==> src/rtl/resp_pkg.sv <==
// Shared definitions for the slave response transmitter: default width,
// output-stage state encoding and the level-width helper.
package resp_pkg;

  localparam int RESP_DATA_W = 8;

  typedef enum logic {
    IDLE  = 1'b0,
    VALID = 1'b1
  } resp_state_e;

  // Level counts the FIFO plus the output register, so 0..DEPTH+1 must fit.
  function automatic int resp_level_w(input int depth);
    return $clog2(depth + 2);
  endfunction

endpackage

==> src/rtl/resp_fifo.sv <==
// Synchronous FIFO (DEPTH x DATA_W, DEPTH a power of two) with an extra pointer
// bit so that count can tell full from empty.
module resp_fifo #(
  parameter int DATA_W = 8,
  parameter int DEPTH  = 4
) (
  input  logic                      clk,
  input  logic                      rst,
  input  logic                      push,
  input  logic [DATA_W-1:0]         wdata,
  input  logic                      pop,
  output logic [DATA_W-1:0]         rdata,
  output logic                      empty,
  output logic [$clog2(DEPTH):0]    count
);

  localparam int AW = $clog2(DEPTH);

  logic [DATA_W-1:0] mem_q [DEPTH];
  logic [AW:0]       wptr_q;
  logic [AW:0]       rptr_q;

  always_ff @(posedge clk or posedge rst) begin
    if (rst) begin
      wptr_q <= '0;
      rptr_q <= '0;
    end else begin
      if (push) wptr_q <= wptr_q + 1'b1;
      if (pop)  rptr_q <= rptr_q + 1'b1;
    end
  end

  // Storage carries no reset; only the pointers decide what is valid.
  always_ff @(posedge clk) begin
    if (push) mem_q[wptr_q[AW-1:0]] <= wdata;
  end

  assign rdata = mem_q[rptr_q[AW-1:0]];
  assign count = wptr_q - rptr_q;
  assign empty = (wptr_q == rptr_q);

endmodule

==> src/rtl/slave_resp_tx.sv <==
// Slave-to-master response transmitter: FIFO plus output register driving a
// valid/ready link. Optional registered even parity with macro RESP_PARITY_EN.
module slave_resp_tx
  import resp_pkg::*;
#(
  parameter int DATA_W = RESP_DATA_W,
  parameter int DEPTH  = 4
) (
  input  logic                            sys_clk,
  input  logic                            reset,
  input  logic                            wr_en,
  input  logic [DATA_W-1:0]               wr_data,
  output logic                            full,
  output logic                            overflow,
  output logic [resp_level_w(DEPTH)-1:0]  level,
  input  logic                            resp_ready,
  output logic                            resp_vaild,
`ifdef RESP_PARITY_EN
  output logic                            resp_parity,
`endif
  output logic [DATA_W-1:0]               resp_data
);

  localparam int LVL_W = resp_level_w(DEPTH);

  resp_state_e          state_q, state_d;
  logic [DATA_W-1:0]    data_q, data_d;
  logic                 overflow_q;
  logic                 fifo_empty;
  logic [DATA_W-1:0]    fifo_rdata;
  logic [$clog2(DEPTH):0] fifo_cnt;
  logic                 xfer, push_ok, out_free, load, fifo_pop, fifo_push;

  assign full     = (level == LVL_W'(DEPTH + 1));
  assign xfer     = (state_q == VALID) && resp_ready;
  assign push_ok  = wr_en && !full;
  assign out_free = (state_q == IDLE) || xfer;
  assign fifo_pop = out_free && !fifo_empty;
  assign load     = fifo_pop || (out_free && push_ok);
  // Bypass straight into the output register only when nothing is queued ahead.
  assign fifo_push = push_ok && !(out_free && fifo_empty);

  always_comb begin
    state_d = state_q;
    data_d  = data_q;
    if (load) begin
      state_d = VALID;
      data_d  = fifo_empty ? wr_data : fifo_rdata;
    end else if (xfer) begin
      state_d = IDLE;
    end
  end

  resp_fifo #(
    .DATA_W (DATA_W),
    .DEPTH  (DEPTH)
  ) u_fifo (
    .clk   (sys_clk),
    .rst   (reset),
    .push  (fifo_push),
    .wdata (wr_data),
    .pop   (fifo_pop),
    .rdata (fifo_rdata),
    .empty (fifo_empty),
    .count (fifo_cnt)
  );

`ifdef RESP_PARITY_EN
  logic parity_q;
`endif

  always_ff @(posedge sys_clk or posedge reset) begin
    if (reset) begin
      state_q    <= IDLE;
      data_q     <= '0;
      overflow_q <= 1'b0;
`ifdef RESP_PARITY_EN
      parity_q   <= 1'b0;
`endif
    end else begin
      state_q <= state_d;
      data_q  <= data_d;
      if (wr_en && full) overflow_q <= 1'b1;
`ifdef RESP_PARITY_EN
      if (load) parity_q <= ^data_d;
`endif
    end
  end

`ifdef RESP_PARITY_EN
  assign resp_parity = parity_q;
`endif

  assign resp_vaild = (state_q == VALID);
  assign resp_data  = data_q;
  assign overflow   = overflow_q;
  assign level      = LVL_W'(fifo_cnt) + LVL_W'(state_q == VALID);

endmodule

==> config.mk <==
export PLATFORM = sky130hd
export DESIGN_NAME = slave_resp_tx
export DESIGN_NICKNAME = d
export VERILOG_FILES = /design/src/rtl/resp_pkg.sv /design/src/rtl/resp_fifo.sv /design/src/rtl/slave_resp_tx.sv
export SDC_FILE = /design/constraint.sdc
export NUM_CORES = 1
export LEC_CHECK = 0
export BUFFER_PORTS_ARGS = -buffer_cell sky130_fd_sc_hd__buf_2
export CAP_MARGIN = 20
export CORE_ASPECT_RATIO = 1.25
export CORE_MARGIN = 8
export CORE_UTILIZATION = 55
export CTS_BUF_LIST = sky130_fd_sc_hd__clkbuf_8
export DETAILED_ROUTE_END_ITERATION = 10
export PLACE_DENSITY_LB_ADDON = 0.12
export SYNTH_ARGS = -nofsm -noshare
export SYNTH_HDL_FRONTEND = slang
export SYNTH_HIERARCHICAL = 1
export SYNTH_SLANG_ARGS = --single-unit
export TNS_END_PERCENT = 1
==> constraint.sdc <==
create_clock -name sys_clk -period 3.25 [get_ports sys_clk]
set_input_delay 0.975 -clock sys_clk [delete_from_list [all_inputs] [get_ports sys_clk]]
set_output_delay 0.975 -clock sys_clk [all_outputs]
set_load 0.02 [all_outputs]
Word-level counts from Yosys, hierarchy flattened
Memory sizes are Yosys's and may differ from the RTL's. Cells that the tools add are included.

Bits in registers: 16. Memory bits (writable): 32. Bits of input ports: 12. Output and inout bits: 14. Word-level logic and storage cells: 31. Memories: 1.

Memories: u_fifo.mem_q (words 4, width 8, rd ports 1, clocked after memory_dff 0, wr ports 1, RTL line resp_fifo.sv:19) `logic [DATA_W-1:0] mem_q [DEPTH];`.

$add $sub $neg: 4. Eq/ne operators: 2. Multiplexer cells: 5. Bitwise gates (word level): 1. Reduce and logical (&&, ||, !) cells: 13.

Operators with widths (number): $mux W8 (1); $logic_and A1 B1 Y1 (7); $add A3 B1 Y3 const B (2); $mux W1 (4); $add A3 B1 Y3 (1); $eq A3 B3 Y1 (1); $eq A3 B3 Y1 const B (1); $logic_not A1 Y1 (3); $sub A3 B3 Y3 (1); $logic_or A1 B1 Y1 (2); $reduce_bool A2 Y1 (1); $not A1 Y1 (1).

Depth between registers and ports, before layout
Gate-level depths: netlist of the first run.

Depth after elaboration: 8. Gate-level depth with buffers: 10.

By module
Netlist of the first run, hierarchy kept.

By module, submodules not included: resp_fifo (times used 1, cells an instance 79, area each 1544.0 um^2); slave_resp_tx (times used 1, cells an instance 58, area each 561.8 um^2).

Least setup slack after synthesis of the first run
Ideal clock, no wire load.

Path type: reg-to-output. Start point: reg u_fifo.wptr_q[0]. End point: out full. Arrival time: 2114 ps. Path slack: 161 ps. Cell stages (with the launch flop): 8. Path buffers: 0. Path through: dfrtp_1 -> inv_1 -> ha_1 -> inv_1 -> fa_1 -> ha_1 -> or2b_4 -> nor2_1.

Cells in the longest elaborated chain, start to end: 3.

Ends and longest elaborated chain: start, declared (RTL line resp_fifo.sv:20) `logic [AW:0] wptr_q;`; start signal, assigned (RTL line resp_fifo.sv:28) `if (push) wptr_q <= wptr_q + 1'b1;`; $sub A3 B3 Y3 (RTL line resp_fifo.sv:39) `assign count = wptr_q - rptr_q;`; via fifo_cnt[1] (RTL line slave_resp_tx.sv:31) `logic [$clog2(DEPTH):0] fifo_cnt;`; $add A3 B1 Y3 (RTL line slave_resp_tx.sv:97) `assign level = LVL_W'(fifo_cnt) + LVL_W'(state_q == VALID);`; via level[1] (RTL line slave_resp_tx.sv:15) `output logic [resp_level_w(DEPTH)-1:0] level,`; $eq A3 B3 Y1 (RTL line slave_resp_tx.sv:34) `assign full = (level == LVL_W'(DEPTH + 1));`; end, declared (RTL line slave_resp_tx.sv:13) `output logic full,`.

The timed path passes the listed nets, and every way through them passes these cells.

Worst setup path after layout of the first run
Start point: reg u_fifo.wptr_q[0]. End point: out full.

Cells in the longest elaborated chain, start to end: 3.

Ends and longest elaborated chain (RTL line): $sub A3 B3 Y3 (resp_fifo.sv:39); via fifo_cnt[1] (slave_resp_tx.sv:31); $add A3 B1 Y3 (slave_resp_tx.sv:97); $eq A3 B3 Y1 (slave_resp_tx.sv:34).

The timed path passes the listed nets, and every way through them passes these cells.

==> results.py, run 1 <==
metrics = {
    "run_status": {
        "status": "complete, no violations",
    },
    "sta": {
        "rsz0062_at_grt": "no",
        "min_period_ps": 3160,
        "fmax_mhz": 316,
        "setup-violations-final": 0,
        "drv_slew": 0,
        "final-hold-violation-count": 0,
        "tns_ps": 0,
        "tightest_slew_ps": 459,
        "slew_headroom_pct": 69.4,
        "period_share_pct": 97.3,
        "skew_ps": 9.44,
    },
    "global_routing": {
        "gr-total-overflow": 0,
        "antenna_found_initial": 0,
        "grt_pass1_wl_microns": 6020,
        "grt_max_degree": 17,
        "grt_usage_pct": 13.0,
        "grt_pass1_vias": 1223,
    },
    "floorplan": {
        "io_pins": 26,
        "coreArea_sq_um": 3720,
        "die_y_microns": 85.2,
        "initial_core_util_pct": 56.6,
        "row_count": 25,
        "dieArea_sq_um": 6080,
        "die_w_microns": 71.3,
    },
    "logic_synthesis": {
        "synth_compound_area_share_pct": 8.67,
        "synthAdderAreaFrac_pct": 6.30,
        "synth_area_per_cell_sq_um": 15.4,
        "synth_cell_type_count": 28,
        "muxShareOfSynthArea_pct": 8.56,
        "syn_inst": 137,
        "synth_top_family_by_area": "compound AO/OA/AOI/OAI gates",
        "synth_largest_area_cell": "edfxtp_1",
        "synth-xor-area-share_pct": 3.27,
        "synth_area_sq_um": 2110,
        "synthTopCellsByCount": "edfxtp_1 (32), dfrtp_1 (16), inv_1 (14), ha_1 (9), mux4_2 (8)",
        "yosys_warnings": 6,
        "yosys.area_share.simple_pct": 5.11,
        "synth-edff-count": 32,
        "synth_most_common_cell": "edfxtp_1",
        "ys_top_cells_by_area": "edfxtp_1 (46%), dfrtp_1 (19%), mux4_2 (8.6%), ha_1 (5.3%), inv_1 (2.5%)",
        "synth_top_area_share_pct": 45.6,
        "ys_seq_area_share_pct": 64.6,
        "ys_seq_elements": 48,
        "async_flop_share_pct": 33.3,
        "ys.flop_type": "edfxtp_1",
        "syn_nets": 159,
    },
    "finish": {
        "insertedDiodeCount": 0,
        "syn_to_final_growth_pct": 14.5,
        "drive_above_1_share_pct": 33.1,
        "finalNetCount": 193,
        "fillers": 288,
    },
    "run": {
        "drv_cap": 0,
    },
    "placement": {
        "hpwlAfterDp_microns": 2730,
        "port-buffer-count": 25,
        "gp_congestion": 0.764,
    },
    "routing": {
        "drc_errors": 0,
        "postRouteAntennaNets": 0,
        "num_vias": 1158,
        "first_pass_iters": 4,
        "drt-initial-drc-count": 78,
        "viasPerCell": 5.46,
        "wl_microns": 3690,
        "avgRoutedWirePerCell_microns": 17.4,
    },
    "critical_path": {
        "required_ps": 2270,
        "cp.arrival_ps": 2190,
        "ff2ff_setup_slack_ps": 260,
        "path_class": "register to output port",
        "cp-start-kind": "register",
        "endpoint_kind": "output port",
        "crit_path_end": "full",
        "rr_worst_depth": 9,
        "rr_startpoint": "u_fifo/wptr_q[0]",
        "r2r_end": "u_fifo/mem_q[0][6]",
        "startpoint": "u_fifo/wptr_q[0]",
        "worstPathMaxFanout": 4,
    },
    "cts": {
        "cts_num_sinks": 48,
        "cts.reportedPaths.clkPinSlew_ps": 80,
        "clockRootBuffer": "clkbuf_8",
        "clk_latency_ps": 290,
        "cts_hold_buffers": 0,
        "cts_tree": "built",
        "cts_inserted_buffers": 5,
        "clk_path_buf_depth": 2,
        "htree_levels": 2,
    },
    "min_path": {
        "worstHoldPathType": "register to register",
    },
}
-- area by class of cell --
type | instances | area [sq um] | area share, %
Sequential cell | 48 | 1360 | 56.5
Multi-Input combinational cell | 72 | 674 | 28.0
Timing Repair Buffer | 30 | 165 | 6.85
Clock buffer | 5 | 68.8 | 2.85
Inverter | 14 | 52.6 | 2.18
Tap cell | 40 | 50.0 | 2.08
Clock inverter | 3 | 38.8 | 1.61
-- flip-flops by register name, indices dropped and copies added (netlist names) --
register,cells
u_fifo/mem_q,32
u_fifo/wptr_q,3
resp_vaild,1
resp_data,8
overflow,1
u_fifo/rptr_q,3
-- stage by stage --
stage / worst slack, ps / utilization (%) / area (sq um) / hold slack, ps / std cells
6_report: 89.0 / 64.8 / 2410 / 454 / 212
5_1_grt: 6.30 / 64.8 / 2410 / 490 / 212
4_1_cts: 21.3 / 64.7 / 2410 / 459 / 212
3_5_place_dp: 153 / 61.5 / 2290 / 439 / 203
3_3_place_gp: 267 / 61.5 / 2290 / 442 / 203
2_1_floorplan: 161 / - / 2110 / 460 / 137
-- cell families (layout without fill, tap and decap cells) --
kind of cell / after synthesis / count (layout)
DFF: 48 / 48
buffers and inverters: 17 / 52
xor gates and xnor gates: 7 / 7
and+or+nand+nor: 21 / 21
AOI/OAI and AO/OA: 26 / 26
muxes: 8 / 8
adders and majority gates: 10 / 10
-- cells in the final DEF, fill, tap and decap left out, drive strengths merged --
| cell type | netlist | layout |
|---|---|---|
| a31oi | 5 | 5 |
| o22a | 5 | 5 |
| a21o | 1 | 1 |
| nor2 | 7 | 7 |
| buf | 2 | 30 |
| ha | 9 | 9 |
| nand3 | 1 | 1 |
| clkinv | 0 | 1 |
| o21ai | 3 | 3 |
| inv | 14 | 15 |
| edfxtp | 32 | 32 |
| fa | 1 | 1 |
| a21oi | 4 | 4 |
| xnor2 | 3 | 3 |
| o21a | 1 | 1 |
| bufinv | 0 | 1 |
| xor2 | 4 | 4 |
| nor2b | 1 | 1 |
| o22ai | 6 | 6 |
| nand2b | 2 | 2 |
| or2b | 1 | 1 |
| o211ai | 1 | 1 |
| and2 | 4 | 4 |
| nand2 | 5 | 5 |
| dfrtp | 16 | 16 |
| mux4 | 8 | 8 |
| clkbuf | 1 | 5 |
-- layer usage --
metal | wire [microns] | vias up | global-route usage, %
met5 | 0 | - | 0
met4 | 42 | 0 | 4.55
met3 | 204 | 4 | 3.77
met2 | 1790 | 27 | 20.7
met1 | 1660 | 556 | 16.4
li1 | - | 571 | -
-- critical path, cell delays in order, from the launching register on --
cell and delay [ps]:
dfrtp_1 390, inv_2 80, ha_1 140, inv_1 50
fa_1 430, ha_1 290, or2b_4 280, nor2_2 90
buf_4 150
-- how the worst min path moves through the flow --
stage,startpoint,end,cells past startpoint
6_report,overflow,overflow,1
5_1_grt,overflow,overflow,1
2_1_floorplan,u_fifo/wptr_q[2],u_fifo/wptr_q[2],1
3_3_place_gp,overflow,overflow,1
3_5_place_dp,overflow,overflow,1
4_1_cts,overflow,overflow,1
-- repair_timing --
item / CTS / global route
setup buffers: 1 / 0
resized for setup: 2 / 1
setup endpoints to repair: 1 / 1
pin swaps: 0 / 1
gates cloned: 0 / 0
Power of run 1 is left out: the tool's default activity adds up to more than one toggle a clock period on the data nets, which glitch-free logic cannot reach.
==> run 2: changes to the inputs <==
CORE_MARGIN = 3   (was 8)
CORE_UTILIZATION = 54   (was 55)
REMOVE_ABC_BUFFERS = 1   (was default)
clock period = 2.8 ns   (was 3.25 ns; I/O delays follow)
==> results.py, run 2 (synthesis gave the netlist of run 1 again) <==
metrics = {
    "run_status": {
        "status": "finished, violations left",
        "violations": "negative setup slack",
    },
    "cts": {
        "cts_num_sinks": 48,
        "cts.reportedPaths.clkPinSlew_ps": 80,
        "cts_tree": "built",
        "clk_latency_ps": 290,
        "clk_path_buf_depth": 2,
        "clockRootBuffer": "clkbuf_8",
        "cts_inserted_buffers": 5,
        "htree_levels": 2,
        "cts_hold_buffers": 0,
    },
    "floorplan": {
        "io_pins": 26,
        "row_count": 24,
        "coreArea_sq_um": 3600,
        "die_y_microns": 75.8,
        "dieArea_sq_um": 4690,
        "initial_core_util_pct": 58.4,
        "die_w_microns": 61.9,
    },
    "sta": {
        "layout_setup_ws_ps": -217,
        "period_share_pct": 108,
        "final-hold-violation-count": 0,
        "skew_ps": 8.24,
        "rsz0062_at_grt": "yes",
        "fmax_mhz": 331,
        "slew_headroom_pct": 75.3,
        "setup-violations-final": 11,
        "tightest_slew_ps": 370,
        "tns_ps": -474,
        "drv_slew": 0,
        "min_period_ps": 3020,
    },
    "critical_path": {
        "worstPathMaxFanout": 2,
        "crit_path_end": "full",
        "cp-start-kind": "register",
        "rr_startpoint": "u_fifo/wptr_q[0]",
        "ff2ff_setup_slack_ps": -10,
        "required_ps": 1960,
        "r2r_end": "u_fifo/mem_q[3][4]",
        "cp.arrival_ps": 2180,
        "endpoint_kind": "output port",
        "path_class": "register to output port",
        "startpoint": "u_fifo/wptr_q[0]",
        "rr_worst_depth": 10,
    },
    "finish": {
        "insertedDiodeCount": 0,
        "largest_reg_flops": 32,
        "final_cell_mix": "edfxtp_1 (32), buf_2 (23), dfrtp_1 (16)",
        "finalNetCount": 204,
        "drive_above_1_share_pct": 37.2,
        "final_common_cell": "edfxtp_1",
        "syn_to_final_growth_pct": 20.0,
    },
    "routing": {
        "avgRoutedWirePerCell_microns": 17.2,
        "postRouteAntennaNets": 0,
        "wl_microns": 3820,
        "num_vias": 1231,
        "drt-initial-drc-count": 53,
        "first_pass_iters": 4,
        "viasPerCell": 5.55,
        "drc_errors": 0,
    },
    "placement": {
        "gp_congestion": 0.717,
        "hpwlAfterDp_microns": 2780,
        "port-buffer-count": 25,
    },
    "global_routing": {
        "grt_usage_pct": 18.9,
        "grt_max_degree": 16,
        "gr-total-overflow": 0,
        "grt_pass1_vias": 1198,
        "antenna_found_initial": 0,
        "grt_pass1_wl_microns": 6010,
    },
    "run": {
        "drv_cap": 0,
    },
    "min_path": {
        "worstHoldPathType": "register to register",
    },
}
run 2: worst max-delay path, stage by stage, from the launching register on:
cell	delay, ps
dfrtp_1	390
inv_2	70
ha_1	140
inv_1	50
fa_1	520
ha_4	210
or2b_4	270
nor2_4	100
buf_6	120
run 2: per-stage QoR:
step / hold slack, ps / setup slack (ps) / utilization [%] / cells / instance area, sq um
6_report: 452 / -217 / 70.1 / 222 / 2530
5_1_grt: 465 / -347 / 70.1 / 222 / 2530
4_1_cts: 458 / -213 / 69.7 / 222 / 2510
3_5_place_dp: 439 / -14.7 / 66.3 / 210 / 2390
3_3_place_gp: 439 / 47.9 / 66.3 / 210 / 2390
2_1_floorplan: 460 / -381 / - / 134 / 2090
run 2: cell type report:
cell class,count,area [sq um]
Inverter,14,52.6
Sequential cell,48,1360
Clock inverter,3,12.5
Clock buffer,5,68.8
Multi-Input combinational cell,72,692
Tap cell,39,48.8
Fill cell,251,1080
Timing Repair Buffer,41,292
run 2: worst min-delay path by stage:
stage,from,end,slack (ps),cells after the start
finish,overflow,overflow,450,1
global placement,overflow,overflow,440,1
detailed placement,overflow,overflow,440,1
CTS,overflow,overflow,460,1
floorplan,u_fifo/wptr_q[2],u_fifo/wptr_q[2],460,1
global route,reset,u_fifo/rptr_q[2],470,2
run 2: per-layer routing:
metal / track usage [%] / vias to the layer above / routed length [microns]
met4: 8.49 / 0 / 70
met5: 0 / - / 0
met1: 24.9 / 594 / 1640
met2: 29.7 / 40 / 1910
li1: - / 591 / -
met3: 4.58 / 6 / 202
run 2: repair_timing:
item	in CTS	in global routing
setup endpoints to repair	2	37
resized for setup	5	2
setup buffers	4	0
pin swaps	1	0
Power of run 2 is left out for the same reason.
==> run 3: changes to the inputs <==
RECOVER_POWER = 100   (was default)
==> results.py, run 3 (synthesis gave the netlist of run 1 again) <==
metrics = {
    "placement": {
        "gp_congestion": 0.717,
        "port-buffer-count": 25,
        "hpwlAfterDp_microns": 2780,
    },
    "routing": {
        "num_vias": 1252,
        "avgRoutedWirePerCell_microns": 17.3,
        "first_pass_iters": 4,
        "postRouteAntennaNets": 0,
        "wl_microns": 3850,
        "viasPerCell": 5.64,
        "drt-initial-drc-count": 59,
        "drc_errors": 0,
    },
    "finish": {
        "finalNetCount": 204,
        "syn_to_final_growth_pct": 18.5,
        "drive_above_1_share_pct": 25.7,
        "final_common_cell": "edfxtp_1",
        "final_cell_mix": "edfxtp_1 (32), clkbuf_1 (20), dfrtp_1 (16)",
        "insertedDiodeCount": 0,
        "largest_reg_flops": 32,
    },
    "critical_path": {
        "cp-start-kind": "register",
        "worstPathMaxFanout": 2,
        "ff2ff_setup_slack_ps": -10,
        "cp.arrival_ps": 2180,
        "required_ps": 1960,
        "path_class": "register to output port",
        "rr_worst_depth": 10,
        "rr_startpoint": "u_fifo/wptr_q[0]",
        "r2r_end": "u_fifo/mem_q[3][4]",
        "endpoint_kind": "output port",
    },
    "sta": {
        "final-hold-violation-count": 0,
        "tns_ps": -440,
        "drv_slew": 0,
        "skew_ps": 8.50,
        "fmax_mhz": 331,
        "holdWs_ps": 455,
        "min_period_ps": 3020,
        "period_share_pct": 108,
        "setup-violations-final": 11,
        "layout_setup_ws_ps": -217,
        "rsz0062_at_grt": "yes",
        "tightest_slew_ps": 598,
        "slew_headroom_pct": 60.2,
    },
    "floorplan": {
        "io_pins": 26,
        "initial_core_util_pct": 58.4,
        "coreArea_sq_um": 3600,
        "die_y_microns": 75.8,
        "die_w_microns": 61.9,
        "dieArea_sq_um": 4690,
        "row_count": 24,
    },
    "cts": {
        "cts_tree": "built",
        "clockRootBuffer": "clkbuf_8",
        "htree_levels": 2,
        "clk_path_buf_depth": 2,
        "cts_num_sinks": 48,
        "cts_hold_buffers": 0,
        "cts_inserted_buffers": 5,
        "cts.reportedPaths.clkPinSlew_ps": 80,
        "clk_latency_ps": 290,
    },
    "global_routing": {
        "antenna_found_initial": 0,
        "gr-total-overflow": 0,
        "grt_usage_pct": 18.9,
        "grt_pass1_vias": 1198,
        "grt_max_degree": 16,
        "grt_pass1_wl_microns": 6010,
    },
    "run_status": {
        "violations": "negative setup slack",
        "status": "finished, violations left",
    },
    "min_path": {
        "worstHoldPathType": "input pin to asynchronous set/reset pin",
    },
    "run": {
        "drv_cap": 0,
    },
}
## run 3: cell count changes in the layout (fill, tap and decap cells not counted), sizes merged
cell	before	now
clkbuf	5	25
buf	41	21
## run 3: final cells by class
type / count / area [sq um]
Sequential cell: 48 / 1360
Inverter: 14 / 52.6
Clock inverter: 3 / 12.5
Tap cell: 39 / 48.8
Fill cell: 263 / 1110
Timing Repair Buffer: 41 / 262
Clock buffer: 5 / 68.8
Multi-Input combinational cell: 72 / 691
## run 3: worst max-delay path: stages (launching register included)
cell and delay (ps):
dfrtp_1 390, inv_2 70, ha_1 140, inv_1 50, fa_1 520, ha_4 210
or2b_4 270, nor2_4 100, buf_6 120
## run 3: routing by layer
metal	GRT usage, %	part of all wire, %
met3	4.58	5.3
met5	0	0
met1	24.9	44
met4	8.49	1.8
met2	29.7	49
## run 3: worst max path at each step
| stage | depth (start not counted) | from | slack [ps] | end |
|---|---|---|---|---|
| floorplan | 6 | u_fifo/rptr_q[0] | -380 | full |
| global placement | 8 | u_fifo/wptr_q[0] | 50 | full |
| detailed placement | 8 | u_fifo/wptr_q[0] | -10 | full |
| CTS | 8 | u_fifo/wptr_q[0] | -210 | full |
| global route | 8 | u_fifo/wptr_q[0] | -350 | full |
| finish | 8 | u_fifo/wptr_q[0] | -220 | full |
## run 3: repair_timing
item                                    in CTS  in global routing
gates resized for setup                      5                  2
hold endpoints to repair                     0                  0
endpoints found under the setup margin       2                 37
pin swaps                                    1                  0
buffers inserted                             4                  0
cloned                                       0                  0
## run 3: stage by stage
stage	area [sq um]	std cells	worst slack, ps	utilization (%)
after floorplan	2090	134	-381	-
after global placement	2390	210	47.9	66.3
after detailed placement	2390	210	-14.7	66.3
after CTS	2510	222	-213	69.7
after global routing	2500	222	-347	69.3
final	2500	222	-217	69.3
Power of run 3 is left out for the same reason.
